--- src/rtl/dfe_rate_pkg.sv ---
// ---------------------------------------------------------------------------
// dfe_rate_pkg
// Shared definitions for the DFE decimation-chain rate scheduler:
//   state_e          controller state encoding (IDLE / RUN / PEND)
//   MIN_RATIO        smallest legal per-stage decimation ratio
//   DFE_DEF_*        default build values for the top-level parameters
// ---------------------------------------------------------------------------
package dfe_rate_pkg;

  typedef enum logic [1:0] {
    ST_IDLE = 2'd0,  // counters held at zero, no strobes
    ST_RUN  = 2'd1,  // counting with the active ratio set
    ST_PEND = 2'd2   // counting, a shadow ratio set waits for the frame boundary
  } state_e;

  localparam int MIN_RATIO        = 2;
  localparam int DFE_DEF_N_STAGES = 3;
  localparam int DFE_DEF_CNT_W    = 4;
  localparam int DFE_DEF_RATIO    = 3;

endpackage

--- src/rtl/dfe_rate_stage_cnt.sv ---
// ---------------------------------------------------------------------------
// dfe_rate_stage_cnt
// One decimation stage phase counter. Counts 0 .. ratio-1 on enabled cycles
// and flags the terminal count.
// Ports:
//   clk_in  in   system clock (rising edge)
//   rst     in   synchronous active-high reset, counter -> 0
//   en      in   advance the counter this cycle
//   clr     in   hold/force the counter to 0 (controller idle or stopping)
//   load    in   a new ratio becomes active on this edge; restart phase at 0
//   ratio   in   active decimation ratio for this stage
//   cnt     out  current phase count
//   term    out  cnt is at ratio-1 (terminal count)
// ---------------------------------------------------------------------------
module dfe_rate_stage_cnt #(
  parameter int CNT_W = 4
) (
  input  logic             clk_in,
  input  logic             rst,
  input  logic             en,
  input  logic             clr,
  input  logic             load,
  input  logic [CNT_W-1:0] ratio,
  output logic [CNT_W-1:0] cnt,
  output logic             term
);

  // ratio is never below 2 once validated, so ratio-1 never underflows.
  assign term = (cnt == (ratio - CNT_W'(1)));

  always_ff @(posedge clk_in) begin
    if (rst || clr || load) begin
      cnt <= '0;
    end else if (en) begin
      cnt <= term ? '0 : cnt + CNT_W'(1);
    end
  end

endmodule

--- src/rtl/dfe_rate_ctrl.sv ---
// ---------------------------------------------------------------------------
// dfe_rate_ctrl
// Rate scheduler for the DFE decimation chain. Emits single-cycle clock-enable
// strobes for N_STAGES cascaded stages from one clock. Ratio sets arrive on a
// valid/ready port and are applied only at a frame boundary while running.
//
// Optional feature macro: DFE_RATE_LEVEL_EN adds lvl_out, a per-stage
// duty-cycle level (high for the upper half of each stage's count).
//
// Ports:
//   clk_in     in   system clock
//   rst        in   synchronous active-high reset
//   start      in   IDLE -> RUN (ignored while busy, loses to stop)
//   stop       in   RUN/PEND -> IDLE (pending shadow set discarded)
//   cfg_valid  in   ratio set offered
//   cfg_ratio  in   stage k ratio in [k*CNT_W +: CNT_W]
//   cfg_ready  out  controller can take a ratio set (low only in PEND)
//   cfg_err    out  one-cycle pulse, cycle after a rejected transfer
//   stb_out    out  per-stage single-cycle enable strobes
//   frame_stb  out  last-stage strobe, the frame boundary
//   busy       out  state != IDLE
//   lvl_out    out  per-stage duty level (DFE_RATE_LEVEL_EN only)
//   state_dbg  out  current controller state
//   cnt_dbg    out  stage counters, stage k in [k*CNT_W +: CNT_W]
// ---------------------------------------------------------------------------
module dfe_rate_ctrl
  import dfe_rate_pkg::*;
#(
  parameter int N_STAGES  = DFE_DEF_N_STAGES,
  parameter int CNT_W     = DFE_DEF_CNT_W,
  parameter int DEF_RATIO = DFE_DEF_RATIO
) (
  input  logic                      clk_in,
  input  logic                      rst,
  input  logic                      start,
  input  logic                      stop,
  input  logic                      cfg_valid,
  input  logic [N_STAGES*CNT_W-1:0] cfg_ratio,
  output logic                      cfg_ready,
  output logic                      cfg_err,
  output logic [N_STAGES-1:0]       stb_out,
  output logic                      frame_stb,
  output logic                      busy,
`ifdef DFE_RATE_LEVEL_EN
  output logic [N_STAGES-1:0]       lvl_out,
`endif
  output state_e                    state_dbg,
  output logic [N_STAGES*CNT_W-1:0] cnt_dbg
);

  // Config handshake: a ratio set transfers on any rising edge where
  // cfg_valid & cfg_ready are both high. cfg_ready depends only on state,
  // never on cfg_valid. A rejected set still completes the transfer.

  state_e                    state_q, state_d;
  logic [N_STAGES*CNT_W-1:0] active_q;
  logic [N_STAGES*CNT_W-1:0] shadow_q;
  logic [N_STAGES-1:0]       term;
  logic [N_STAGES-1:0]       stage_en;
  logic                      cfg_xfer;
  logic                      cfg_ok;
  logic                      apply_shadow;
  logic                      cnt_clr;

  assign cfg_xfer = cfg_valid & cfg_ready;

  // Whole set is rejected if any field is below MIN_RATIO.
  always_comb begin
    cfg_ok = 1'b1;
    for (int k = 0; k < N_STAGES; k++) begin
      if (cfg_ratio[k*CNT_W +: CNT_W] < CNT_W'(MIN_RATIO)) cfg_ok = 1'b0;
    end
  end

  // ---- FSM: state register ----
  always_ff @(posedge clk_in) begin
    if (rst) state_q <= ST_IDLE;
    else     state_q <= state_d;
  end

  // ---- FSM: next state ----
  always_comb begin
    state_d = state_q;
    case (state_q)
      ST_IDLE: if (start && !stop) state_d = ST_RUN;
      ST_RUN: begin
        if (stop)                   state_d = ST_IDLE;
        else if (cfg_xfer && cfg_ok) state_d = ST_PEND;
      end
      ST_PEND: begin
        if (stop)           state_d = ST_IDLE;
        else if (frame_stb) state_d = ST_RUN;
      end
      default: state_d = ST_IDLE;
    endcase
  end

  // ---- FSM: outputs (pure decode of registered state) ----
  always_comb begin
    logic chain;
    busy      = (state_q != ST_IDLE);
    cfg_ready = (state_q != ST_PEND);
    chain     = busy;
    for (int k = 0; k < N_STAGES; k++) begin
      chain      = chain & term[k];
      stb_out[k] = chain;
    end
    frame_stb = stb_out[N_STAGES-1];
  end

  assign state_dbg = state_q;

  // At the boundary every counter is already terminal, so they all wrap
  // together; load makes the restart explicit as the new set goes live.
  assign apply_shadow = (state_q == ST_PEND) && frame_stb && !stop;
  assign cnt_clr      = (state_q == ST_IDLE) || stop;

  // ---- Active / shadow ratio registers and error pulse ----
  always_ff @(posedge clk_in) begin
    if (rst) begin
      active_q <= {N_STAGES{CNT_W'(DEF_RATIO)}};
      shadow_q <= '0;
      cfg_err  <= 1'b0;
    end else begin
      cfg_err <= cfg_xfer && !cfg_ok;
      if (state_q == ST_IDLE) begin
        if (cfg_xfer && cfg_ok) active_q <= cfg_ratio;
      end else if (stop) begin
        shadow_q <= '0;
      end else if (state_q == ST_RUN) begin
        if (cfg_xfer && cfg_ok) shadow_q <= cfg_ratio;
      end else if (apply_shadow) begin
        active_q <= shadow_q;
      end
    end
  end

  // Stage 0 advances every busy cycle; stage k advances on stage k-1's strobe.
  assign stage_en = {stb_out[N_STAGES-2:0], busy};

  for (genvar k = 0; k < N_STAGES; k++) begin : g_stage
    dfe_rate_stage_cnt #(.CNT_W(CNT_W)) u_stage (
      .clk_in (clk_in),
      .rst    (rst),
      .en     (stage_en[k]),
      .clr    (cnt_clr),
      .load   (apply_shadow),
      .ratio  (active_q[k*CNT_W +: CNT_W]),
      .cnt    (cnt_dbg[k*CNT_W +: CNT_W]),
      .term   (term[k])
    );
  end

`ifdef DFE_RATE_LEVEL_EN
  // High for the upper half of each stage's count; r=4 gives 0,0,1,1.
  always_comb begin
    for (int k = 0; k < N_STAGES; k++) begin
      lvl_out[k] = busy &&
        (cnt_dbg[k*CNT_W +: CNT_W] >= (active_q[k*CNT_W +: CNT_W] >> 1));
    end
  end
`endif

endmodule

--- config.mk ---
export PLATFORM = sky130hd
export DESIGN_NAME = dfe_rate_ctrl
export DESIGN_NICKNAME = d
export VERILOG_FILES = /design/src/rtl/dfe_rate_pkg.sv /design/src/rtl/dfe_rate_stage_cnt.sv /design/src/rtl/dfe_rate_ctrl.sv
export SDC_FILE = /design/constraint.sdc
export NUM_CORES = 1
export LEC_CHECK = 0
export ABC_AREA = 1
export BUFFER_PORTS_ARGS = -buffer_cell sky130_fd_sc_hd__buf_2
export CAP_MARGIN = 5
export CORE_UTILIZATION = 50
export CTS_CLUSTER_DIAMETER = 120
export DETAILED_ROUTE_END_ITERATION = 16
export PLACE_DENSITY_LB_ADDON = 0.3
export SYNTH_ARGS = -nofsm -noshare
export SYNTH_HDL_FRONTEND = slang
export SYNTH_HIERARCHICAL = 1
export SYNTH_SLANG_ARGS = --single-unit
--- constraint.sdc ---
create_clock -name clk_in -period 5.3 [get_ports clk_in]
set_input_delay 0 -clock clk_in [delete_from_list [all_inputs] [get_ports clk_in]]
set_output_delay 0 -clock clk_in [all_outputs]
set_load 0.01 [all_outputs]
==> run_results.csv <==
group,metric,value,unit
floorplanning,coreArea,4470,um2
clocking,cts_sinks,39,
clocking,clk_pin_slew,0.07,ns
routing,drt_pass1_iterations,10,
layout,layout-area-overhead-vs-synth,16.2,%
outcome,status,"finished, violations left",
job,cap_violations,0,
synth,ys_ff_latch,39,
global_route,busiest_layer,"met2",
floorplanning,die_area,5070,um2
routing,routed_via_density,4.95,
synth,synth_edf_count,0,
sta,min_period_over_period,0.474,
global_route,gr-usage-met1,0.276,
layout,antenna_cells,0,
sta,finalSetupViolations,0,
sta,rsz0062_at_grt,"false",
clocking,tritoncts,"done",
sta,slew_headroom,0.657,
setup_path,path_class,"register to register",
place,numPortBuffers,37,
synth,synth_fp_nets,383,
pwr,p_leak,1.44,nW
global_route,grt_max_degree,19,
global_route,antenna_found_initial,0,
layout,nets,429,
routing,detail_route.wl_per_cell,11.1,um
place,place_hpwl,3700,um
sta,skew,0.00411,ns
global_route,grt_pass1_vias,2103,
synth,async_reset_ff_frac,0,
layout,fin_util,0.621,
floorplanning,start_util,0.535,
synth,syn_area_per_cell,6.65,um2
routing,ant_nets,0,
sta,fmax,0.398,GHz
routing,initialDrtViolationCount,76,
pwr,power_density,244,nW/um2
sta,fin_crit,2.51,ns
synth,mappedNetlistArea,2390,um2
synth,synth.distinct_cells,30,
global_route,grt_usage,0.229,
setup_path,critPathRequiredTime,5.49,ns
outcome,violations,"DRC",
min_path,min-delay-path-class,"input port to register",
sta,finalHoldViolations,0,
place,dp_cells,440,
global_route,grtUsageMet2,0.394,
synth,netlist_instances,360,
floorplanning,num_io_pins,38,
pwr,peakVddDrop,0.000136,V
routing,drt-total-wl,5090,um
clocking,cts_resized,0,
setup_path,cp-start-kind,"register",
clocking,cts_made_buffers,5,
setup_path,end_kind,"register",
sta,slew_violations,0,
setup_path,worstPathArrival,2.70,ns
synth,ys_seq_area_frac,0.326,
synth,synth_top_area_share,0.326,
synth,ys_warn_count,6,
clocking,ctsRootBufferMaster,"clkbuf_8",
global_route,overflow,0,
synth,synth_common_cells,"nand2_1 (113), inv_1 (44), dfxtp_1 (39), nand3_1 (35), nor2_1 (24)",
global_route,grt_pass1_wl,9020,um
routing,drc,2,
clocking,clockBufferDepth,2,
setup_path,path_max_fanout,8,
global_route,met3_usage,0.0499,
layout,layout-drive-gt1-share,0.204,
floorplanning,die_h,71.2,um
sta,worstMarginPinSlew,0.514,ns
synth,synth-main-ff-cell,"dfxtp_1",
place,place_congestion,0.845,
clocking,clock_latency,0.30,ns
clocking,htreeDepth,2,
layout,final_cells,458,
synth,synth_largest_area_cell,"dfxtp_1",
floorplanning,fp.dieW,71.2,um
floorplanning,row_count,24,
synth,synth.most_common_cell,"nand2_1",
routing,vias,2265,
sta,finalSetupTns,0,ns
synth,synth_area_leaders,"dfxtp_1 (33%), nand2_1 (18%), nand3_1 (7.3%), inv_1 (6.9%), nor2_1 (3.8%)",
==> routing by layer <==
metal,vias to the layer above,part of all wire
met2,35,0.48
met1,1011,0.47
li1,1212,-
met5,-,0
met4,0,0.017
met3,7,0.033
==> cell usage in the layout, fill, tap and decap left out, types with 6 or more instances in the layout <==
cell type	count
nand2_1	113
inv_1	44
dfxtp_1	39
buf_2	37
nand3_1	35
nor2_1	24
a21oi_1	16
nor2_2	11
dlygate4sd3_1	11
o21ai_1	9
nand2_2	7
o21ai_0	7
inv_2	6
mux2i_1	6
clkbuf_8	6
ha_1	6
==> registers in the layout (all words and copies together), names as in the netlist <==
| register | cells |
|---|---|
| cfg_err | 1 |
| shadow_q | 12 |
| active_q | 12 |
| g_stage.u_stage/cnt | 12 |
| state_dbg | 2 |
==> layout make-up <==
class	instances	area, um2
timing repair buffer	48	295
fill	413	1690
sequential	39	781
clock buffer	6	82.6
tap	52	65.1
inverter	50	188
multi-input combinational	262	1360
clock inverter	1	5.00
==> timing repair <==
item                      4_1_cts  5_1_grt
hold buffers                   11        0
setup buffers                   0        0
hold endpoints to repair       11        0
==> final timing paths <==
| check | from | end | slack [ns] | depth (start not counted) |
|---|---|---|---|---|
| worst max register to register | active_q[0] | g_stage[2].u_stage/cnt[1] | 2.79 | 17 |
| worst min-delay path | cfg_ratio[11] | shadow_q[11] | 0.005 | 3 |
| worst min register to register | shadow_q[0] | shadow_q[0] | 0.46 | 2 |
| worst max-delay path | active_q[0] | g_stage[2].u_stage/cnt[1] | 2.79 | 17 |
==> stage by stage <==
step / cell area [um2] / total power [W] / hold slack [ns] / worst slack, ns
after floorplan: 2390 / 0.000445 / 0.0691 / 2.97
after global placement: 2580 / 0.000473 / 0.285 / 2.87
after detailed placement: 2580 / 0.000475 / 0.288 / 2.79
after CTS: 2780 / 0.000687 / 0.00147 / 2.77
after global routing: 2780 / 0.000722 / 0.00870 / 2.47
final: 2780 / 0.000678 / 0.00542 / 2.79
==> critical path, stage by stage (launching register included) <==
cell and delay [ns]:
dfxtp_1 0.37, inv_2 0.06, ha_1 0.29, or2_0 0.10
nand3_1 0.10, nor2_2 0.13, nand2_2 0.10, inv_1 0.06
inv_1 0.08, nor3_4 0.33, nand2_2 0.10, inv_2 0.10
nand2_4 0.10, inv_1 0.15, nor3_2 0.08, nor3b_1 0.15
o21ai_1 0.07, inv_1 0.05
==> kinds of logic (layout without fill, tap and decap cells) <==
group / after synthesis / after routing / synth area share
compound gates: 36 / 36 / 0.0826
fa+ha+maj: 6 / 6 / 0.0314
mux: 6 / 6 / 0.0251
xor+xnor: 6 / 6 / 0.0220
simple gates: 208 / 208 / 0.409
flops: 39 / 39 / 0.326
buf+inv: 59 / 105 / 0.104
==> power by group <==
| part | leakage (nW) | switching, W | internal (W) |
|---|---|---|---|
| Combinational | 1.08 | 0.0000974 | 0.0000587 |
| Clock | 0.0470 | 0.000102 | 0.000102 |
| Sequential | 0.317 | 0.0000118 | 0.000306 |
Note: power is estimated with default switching activity, not from simulation.
